### config.mk
export PLATFORM = sky130hd
export DESIGN_NAME = async_fifo_wr_arbiter
export DESIGN_NICKNAME = d
export VERILOG_FILES = /design/src/rtl/async_fifo_pkg.sv /design/src/rtl/rr_priority_pick.sv /design/src/rtl/async_fifo_wr_arbiter.sv
export SDC_FILE = /design/constraint.sdc
export NUM_CORES = 1
export LEC_CHECK = 0
export ABC_AREA = 1
export CAP_MARGIN = 20
export CELL_PAD_IN_SITES_DETAIL_PLACEMENT = 0
export CELL_PAD_IN_SITES_GLOBAL_PLACEMENT = 1
export CORE_AREA = 2 2 70 122
export DETAILED_ROUTE_END_ITERATION = 10
export DIE_AREA = 0 0 72 124
export PLACE_DENSITY = 0.82
export SLEW_MARGIN = 15
export SYNTH_ARGS = -nofsm -noshare
export SYNTH_HDL_FRONTEND = slang
export SYNTH_HIERARCHICAL = 1
export SYNTH_SLANG_ARGS = --single-unit
export TNS_END_PERCENT = 100
### constraint.sdc
create_clock -name wr_clk -period 1.8 [get_ports wr_clk]
set_input_delay 0.36 -clock wr_clk [delete_from_list [all_inputs] [get_ports wr_clk]]
set_output_delay 0.36 -clock wr_clk [all_outputs]
set_load 0.02 [all_outputs]
### src/rtl/async_fifo_pkg.sv
// async_fifo_pkg: shared state encoding and helpers for the async FIFO write side
package async_fifo_pkg;
    typedef enum logic [1:0] {IDLE, XFER, PAD} state_t;
    localparam int RST_HOLD_CYCLES = 7;
    function automatic int clog2(input int n);
        int r;
        r = 0;
        for (int i = 0; i < 31; i++) if ((1 << i) < n) r = i + 1;
        return r;
    endfunction
endpackage

### src/rtl/rr_priority_pick.sv
// rr_priority_pick: first set request at or above ptr, wrapping around
module rr_priority_pick #(
    parameter int N  = 4,
    parameter int IW = 2
) (
    input  logic [N-1:0]  req,
    input  logic [IW-1:0] ptr,
    output logic [IW-1:0] idx,
    output logic          found
);
    logic [IW-1:0] j;
    // scan offsets from far to near so the nearest set bit at or above ptr wins
    always_comb begin
        idx = '0;
        j = '0;
        found = |req;
        for (int k = N - 1; k >= 0; k--) begin
            j = IW'((int'(ptr) + k) % N);
            if (req[j]) idx = j;
        end
    end
endmodule

### src/rtl/async_fifo_wr_arbiter.sv
// async_fifo_wr_arbiter: word-atomic round-robin write arbiter for a concatenating async FIFO
module async_fifo_wr_arbiter
    import async_fifo_pkg::*;
#(
    parameter int         NUM_REQ          = 4,
    parameter int         WR_WIDTH_BYTES   = 1,
    parameter int         WIDTH_RATIO_LOG2 = 2,
    parameter int         MAX_BURST_WORDS  = 4,
    parameter logic [7:0] PAD_BYTE         = 8'h00,
    localparam int        W                = 8 * WR_WIDTH_BYTES,
    localparam int        GW               = clog2(NUM_REQ)
) (
    input  logic                 rst,
    input  logic                 wr_clk,
    input  logic [NUM_REQ-1:0]   req_valid,
    input  logic [NUM_REQ-1:0]   req_last,
    input  logic [NUM_REQ*W-1:0] req_data,
    output logic [NUM_REQ-1:0]   req_ready,
    input  logic                 fifo_full,
    output logic                 fifo_wr_en,
    output logic [W-1:0]         fifo_wr_data,
    output logic [GW-1:0]        grant_id,
    output logic                 busy,
    output logic [15:0]          pad_beats
);
    localparam int BW = WIDTH_RATIO_LOG2 > 0 ? WIDTH_RATIO_LOG2 : 1;
    localparam int CW = clog2(MAX_BURST_WORDS + 1);
    localparam logic [BW-1:0] BEAT_MAX = BW'((1 << WIDTH_RATIO_LOG2) - 1);
    localparam logic [CW-1:0] LAST_WORD = CW'(MAX_BURST_WORDS - 1);

    state_t state, state_nxt;
    logic [2:0] hold_cnt;
    logic hold, beat, pad, wrap, found;
    logic [BW-1:0] beat_cnt;
    logic [CW-1:0] word_cnt;
    logic [GW-1:0] rr_ptr, pick;
    logic [W-1:0] sel_data;

    assign hold = hold_cnt != 3'd0;
    assign busy = state != IDLE;

    rr_priority_pick #(.N(NUM_REQ), .IW(GW)) u_pick (
        .req(req_valid),
        .ptr(rr_ptr),
        .idx(pick),
        .found(found)
    );

    // granted requester's beat
    always_comb begin
        sel_data = '0;
        for (int i = 0; i < NUM_REQ; i++) if (GW'(i) == grant_id) sel_data = req_data[i*W +: W];
    end

    // zero-latency handshake and write-port mux
    always_comb begin
        beat = state == XFER && req_valid[grant_id] && !fifo_full;
        pad = state == PAD && !fifo_full;
        wrap = beat_cnt == BEAT_MAX;
        req_ready = (state == XFER && !fifo_full) ? NUM_REQ'(1) << grant_id : '0;
        fifo_wr_en = beat || pad;
        fifo_wr_data = state == PAD ? {WR_WIDTH_BYTES{PAD_BYTE}} : sel_data;
    end

    // next state: grant from IDLE, end-of-message and burst limit in XFER, fill to boundary in PAD
    always_comb begin
        state_nxt = state;
        if (state == IDLE && found) state_nxt = XFER;
        if (beat && req_last[grant_id]) state_nxt = wrap ? IDLE : PAD;
        else if (beat && wrap && word_cnt == LAST_WORD) state_nxt = IDLE;
        if (pad && wrap) state_nxt = IDLE;
        if (hold) state_nxt = IDLE;
    end

    // keep grants off until the FIFO's own write-reset stretch has expired
    always_ff @(posedge wr_clk or posedge rst) begin
        if (rst) hold_cnt <= 3'(RST_HOLD_CYCLES);
        else if (hold) hold_cnt <= hold_cnt - 3'd1;
    end

    // state, grant, word-position counters and pad statistics
    always_ff @(posedge wr_clk or posedge rst) begin
        if (rst) begin
            state <= IDLE;
            grant_id <= '0;
            rr_ptr <= '0;
            beat_cnt <= '0;
            word_cnt <= '0;
            pad_beats <= '0;
        end else begin
            state <= state_nxt;
            if (state == IDLE && state_nxt == XFER) grant_id <= pick;
            if (state != IDLE && state_nxt == IDLE) begin
                rr_ptr <= grant_id == GW'(NUM_REQ - 1) ? '0 : grant_id + GW'(1);
                beat_cnt <= '0;
                word_cnt <= '0;
            end else if (beat || pad) begin
                beat_cnt <= wrap ? '0 : beat_cnt + BW'(1);
                if (beat && wrap) word_cnt <= word_cnt + CW'(1);
            end
            if (pad && pad_beats != 16'hFFFF) pad_beats <= pad_beats + 16'd1;
        end
    end
endmodule
# Word-level counts from Yosys, hierarchy flattened
# Index checks and enable logic that the tools add are counted.
[word_totals] in_bits=43 register_bits=30
[classes] n_mux=35 magnitude_cmp=5 add_sub_neg=8 shift=1 n_reduce_logical=23 n_eq_ne=10
[ops] op="two-way mux 8 bit" count=5
[ops] op="two-way mux 2 bit" count=14
[ops] op="adder 16 x 1 -> 16 bit, second input constant" count=1
[ops] op="!= test 16 bit, second input constant" count=1
[ops] op="less-than comparator 2 x 3 -> 1 bit, second input constant" count=5
[ops] op="binary-select mux 1 bit (select 2 bit)" count=6
[ops] op="logical AND 1 bit" count=12
[ops] op="two-way mux 3 bit" count=3
[ops] op="adder 2 x 1 -> 2 bit, second input constant" count=3
[ops] op="== test 2 bit, second input constant" count=3
[ops] op="logical NOT 2 bit" count=3
[ops] op="two-way mux 1 bit" count=6
[ops] op="nonzero test 2 bit" count=3
[ops] op="adder 2 bit, second input constant" count=2
[ops] op="== test 2 x 1 -> 1 bit, second input constant" count=2
[ops] op="== test 2 bit, first input constant" count=2
[ops] op="two-way mux 4 bit" count=1
[ops] op="OR reduction 4 bit" count=1
[ops] op="left shift 1 x 2 -> 4 bit, first input constant" count=1
[ops] op="adder 3 x 1 -> 3 bit, second input constant" count=1
[ops] op="== test 3 x 2 -> 1 bit, second input constant" count=1
[ops] op="nonzero test 3 bit" count=1
[ops] op="subtractor 3 x 1 -> 3 bit, second input constant" count=1
[ops] op="== test 1 x 2 -> 1 bit, first input constant" count=1
[ops] op="other kinds (3)" count=3

# Depth between registers and ports, before layout
[depth] ltp_word=14 depth_mapped=12

# Hierarchy
# The synthesis kept the hierarchy.
[by_module_without_submodules] module="async_fifo_wr_arbiter" n_inst=1 cells_each=265 seq_area_each_um2=754.5 area_per_inst_um2=2047.0
[by_module_without_submodules] module="rr_priority_pick" n_inst=1 cells_each=46 seq_area_each_um2=0.0 area_per_inst_um2=188.9

# Worst setup path after synthesis
# No wires, ideal clock.
[synth_timing] kind="register to output" start="register grant_id[1]" end="output port fifo_wr_data[0]" setup_slack_ps=-306 n_path_buf=1 t_arrival_ps=1746 stages_incl_launch_ff=9 cell_sequence="dfrtp_1 > inv_1 > ha_1 > buf_2 > clkinv_1 > nor2_1 > o21ai_0 > o21ai_0 > a21oi_1"
[synth_between] elab_chain_len=6 elab_cells_between_ends=9
[synth_rtl] element="start, declared" line="async_fifo_wr_arbiter.sv:22" rtl="output logic [GW-1:0] grant_id,"
[synth_rtl] element="start signal, assigned" line="async_fifo_wr_arbiter.sv:92" rtl="if (state == IDLE && state_nxt == XFER) grant_id <= pick;"
[synth_rtl] element="logical NOT 2 bit" line="async_fifo_wr_arbiter.sv:52" rtl="for (int i = 0; i < NUM_REQ; i++) if (GW'(i) == grant_id) sel_data = req_data[i*W +: W];"
[synth_rtl] element="two-way mux 8 bit (3 in series)" line="async_fifo_wr_arbiter.sv:52"
[synth_rtl] element="two-way mux 8 bit (*)" line="async_fifo_wr_arbiter.sv:52"
[synth_rtl] element="two-way mux 8 bit (*)" line="async_fifo_wr_arbiter.sv:62" rtl="fifo_wr_data = state == PAD ? {WR_WIDTH_BYTES{PAD_BYTE}} : sel_data;"
[synth_rtl] element="end, declared" line="async_fifo_wr_arbiter.sv:21" rtl="output logic [W-1:0] fifo_wr_data,"
# Mark *: on every way between the ends. The rest lies on a longest branch, timed or not.

# Worst setup path after layout
[layout_timing] start="register grant_id[1]" end="output port fifo_wr_data[2]"
# Same word-level chain as after synthesis.

==> flow_summary.yaml <==
pwr:
  power_frac_seq_pct: 16.3
  p_comb_share_pct: 67.4
  ir_drop_uv: 740
  p_switching_mw: 2.44
  finalPower_mw: 5.82
  p_per_area_nw_per_um2: 1480
  intPower_mw: 3.38
  swShare_pct: 41.9
  p_leak_nw: 1.83
  power_frac_clock_pct: 16.3
route:
  wirelength_mm: 6.82
  wl_per_cell_um: 12.8
  viasPerCell: 4.66
  vias: 2480
  drt_iter0_markers: 77
  dr.pass1.iters: 4
  post-route-drc-count: 0
  ant_nets: 0
global_route:
  grt.total_usage_pct: 15.7
  grt_max_degree: 31
  grt_pass1_wl_mm: 11.2
  overflow: 0
  antenna_found_initial: 0
  grt_pass1_vias: 2598
synthesis:
  ys_ff_latch: 30
  synth_edf_count: 0
  avgSynthCellArea_um2: 7.19
  synth.distinct_cells: 28
  synth_warnings: 6
  postSynth.asyncResetShare_pct: 100
  synthCells: 311
  syn_area_um2: 2240
  synth_ff_type: "dfrtp_1"
  syn_nets: 364
  ys_seq_area_share_pct: 33.7
sta:
  slew_headroom_pct: 73.8
  slew_violations: 0
  worst_slack_ns: -0.251
  finClkSkew_ns: 0.00640
  layout_min_cycle_time_ns: 2.05
  max_freq_mhz: 488
  setup_violations: 11
  worst_pin_slew_ns: 0.394
  finalHoldViolCount: 0
  finalCritPeriodShare_pct: 114
  rsz0062_at_grt: "yes"
clocking:
  clock_latency_ns: 0.27
  path_clk_slew_ns: 0.05
  clock_path_buffers: 2
  cts.sink_count: 30
  cts_root_buffer: "clkbuf_16"
  cts_tree: "yes"
  cts_buffers: 5
  h-tree-depth: 2
critical_path:
  required_ns: 1.44
  ff2ff_setup_slack_ns: 0.04
  worstSetupPathType: "reg -> out"
  endpoint_kind: "output port"
  rr_startpoint: "grant_id[0]"
  worst_setup_path_start_kind: "flip-flop"
  r2r_end: "beat_cnt[1]"
  worstPathArrival_ns: 1.69
  crit_fanout: 7
  r2r_cells: 14
cells_and_area:
  multiInputGateArea_um2: 1460
  area_growth_pct: 76.0
  finalNetCount: 494
  layout.cells.non_filler: 532
  insertedDiodeCount: 0
  drive_gt1_share_pct: 36.9
  final_core_util_pct: 49.8
  fin_area_um2: 3940
  fillers: 766
  register_area_um2: 757
status:
  status: "complete, but fails checks"
  violations: "setup timing"
placed_design:
  placed_cells: 512
  gp_congestion: 0.834
  place_hpwl_mm: 4.87
  io_buffers: 74
  place_area_um2: 3480
floorplanning:
  dieArea_um2: 8930
  core_area_um2: 7910
  row_count: 43
  dieHeight_um: 124
  ios: 75
  start_util_pct: 28.3
  die_x_um: 72
flow_run:
  drv.max_cap_violation_count: 0
hold_path:
  hold_class: "in -> async"
## cell type report
class | instances | area share, %
tap | 90 | 2.86
multi-input combinational | 227 | 37.0
timing repair buffer | 130 | 31.5
inverter | 47 | 5.18
sequential | 30 | 19.2
clock inverter | 2 | 0.954
clock buffer | 6 | 3.27
## synth_stat cells, types with 8 or more instances
library cell / count / area, um^2
a21oi_1: 17 / 85.1
dfrtp_1: 27 / 676
ha_1: 10 / 125
inv_1: 37 / 139
nand2_1: 73 / 274
nand3_1: 16 / 80.1
nand4_1: 9 / 56.3
nor2_1: 25 / 93.8
nor2_2: 11 / 68.8
o21ai_0: 21 / 105
o22ai_1: 8 / 50.1
xor2_1: 10 / 87.6
## sequential cells by signal, summed over array words and instances (netlist names)
register,cells
pad_beats,16
hold_cnt,3
word_cnt,3
beat_cnt,2
grant_id,2
rr_ptr,2
state,2
## timing repair
action	4_1_cts	5_1_grt
gates cloned	2	0
endpoints found under the setup margin	14	27
resized for setup	113	29
buffers inserted	7	6
hold buffers	0	0
pin swaps	12	12
## power groups by stage
stage | Clock [mW] | Sequential (mW) | Combinational, mW
global placement | 0 | 0.946 | 3.25
CTS | 0.968 | 0.952 | 3.79
floorplan | 0 | 1.01 | 1.75
global route | 0.993 | 0.970 | 4.27
detailed placement | 0 | 0.952 | 3.28
finish | 0.951 | 0.948 | 3.92
## cell families after synthesis
logic type / Yosys count / synth area share (%)
DFF: 30 / 33.7
xor gates and xnor gates: 16 / 6.27
buffers and inverters: 54 / 9.90
AOI/OAI and AO/OA: 49 / 11.8
adders and majority gates: 10 / 5.60
and+or+nand+nor: 152 / 32.7
## how the worst max path moves through the flow
| stage | from | to | slack, ns |
|---|---|---|---|
| 3_3_place_gp | fifo_full | fifo_wr_en | -0.54 |
| 3_5_place_dp | fifo_full | fifo_wr_en | -0.55 |
| 6_report | grant_id[1] | fifo_wr_data[2] | -0.25 |
| 2_1_floorplan | grant_id[1] | fifo_wr_data[0] | 0.001 |
| 5_1_grt | grant_id[1] | fifo_wr_data[0] | -0.35 |
| 4_1_cts | grant_id[0] | fifo_wr_data[3] | -0.23 |
## routing by layer
metal	track usage (%)	wire length, um	vias up
met5	0	0	-
met4	5.90	131	0
met3	2.99	432	12
met2	30.7	3800	87
met1	16.1	2460	1125
li1	-	-	1256
## worst max-delay path, cell delays in order (launching register included)
cell and delay [ns]:
dfrtp_2 0.42, inv_4 0.09, ha_4 0.14, buf_12 0.13, buf_8 0.11, a21oi_2 0.04
o21ai_2 0.11, o21ai_1 0.10, a21oi_2 0.14, buf_6 0.13
## stage by stage
step | hold WS (ns) | setup TNS, ns | worst slack [ns]
floorplan | 0.448 | 0 | 0.00124
global placement | 0.485 | -8.68 | -0.537
detailed placement | 0.499 | -9.13 | -0.547
CTS | 0.489 | -2.25 | -0.232
global route | 0.521 | -3.24 | -0.348
finish | 0.470 | -2.07 | -0.251
## cells in the final DEF (no fill, tap or decap), types with 2 or more instances in the layout
master / netlist / routed
nand2_1: 73 / 72
clkdlybuf4s50_1: 0 / 57
buf_4: 0 / 54
inv_1: 37 / 34
dfrtp_1: 27 / 25
nor2_1: 25 / 17
nand3_1: 16 / 16
nor2_2: 11 / 16
a21oi_2: 1 / 14
o21ai_2: 1 / 12
xor2_1: 10 / 10
nand4_1: 9 / 9
buf_6: 2 / 8
nand2_2: 6 / 7
o22ai_1: 8 / 7
xnor2_1: 6 / 6
ha_1: 10 / 6
o21ai_0: 21 / 5
nand3_2: 6 / 5
inv_2: 6 / 5
o21ai_1: 1 / 5
nor3_2: 4 / 5
clkbuf_16: 0 / 5
a21oi_1: 17 / 4
dlygate4sd2_1: 0 / 4
buf_12: 0 / 4
nor2_4: 0 / 3
inv_4: 0 / 3
ha_4: 0 / 3
dfstp_2: 3 / 3
clkinv_2: 1 / 2
dfrtp_2: 0 / 2
buf_8: 0 / 2
Note: power is estimated with default switching activity, not from simulation.
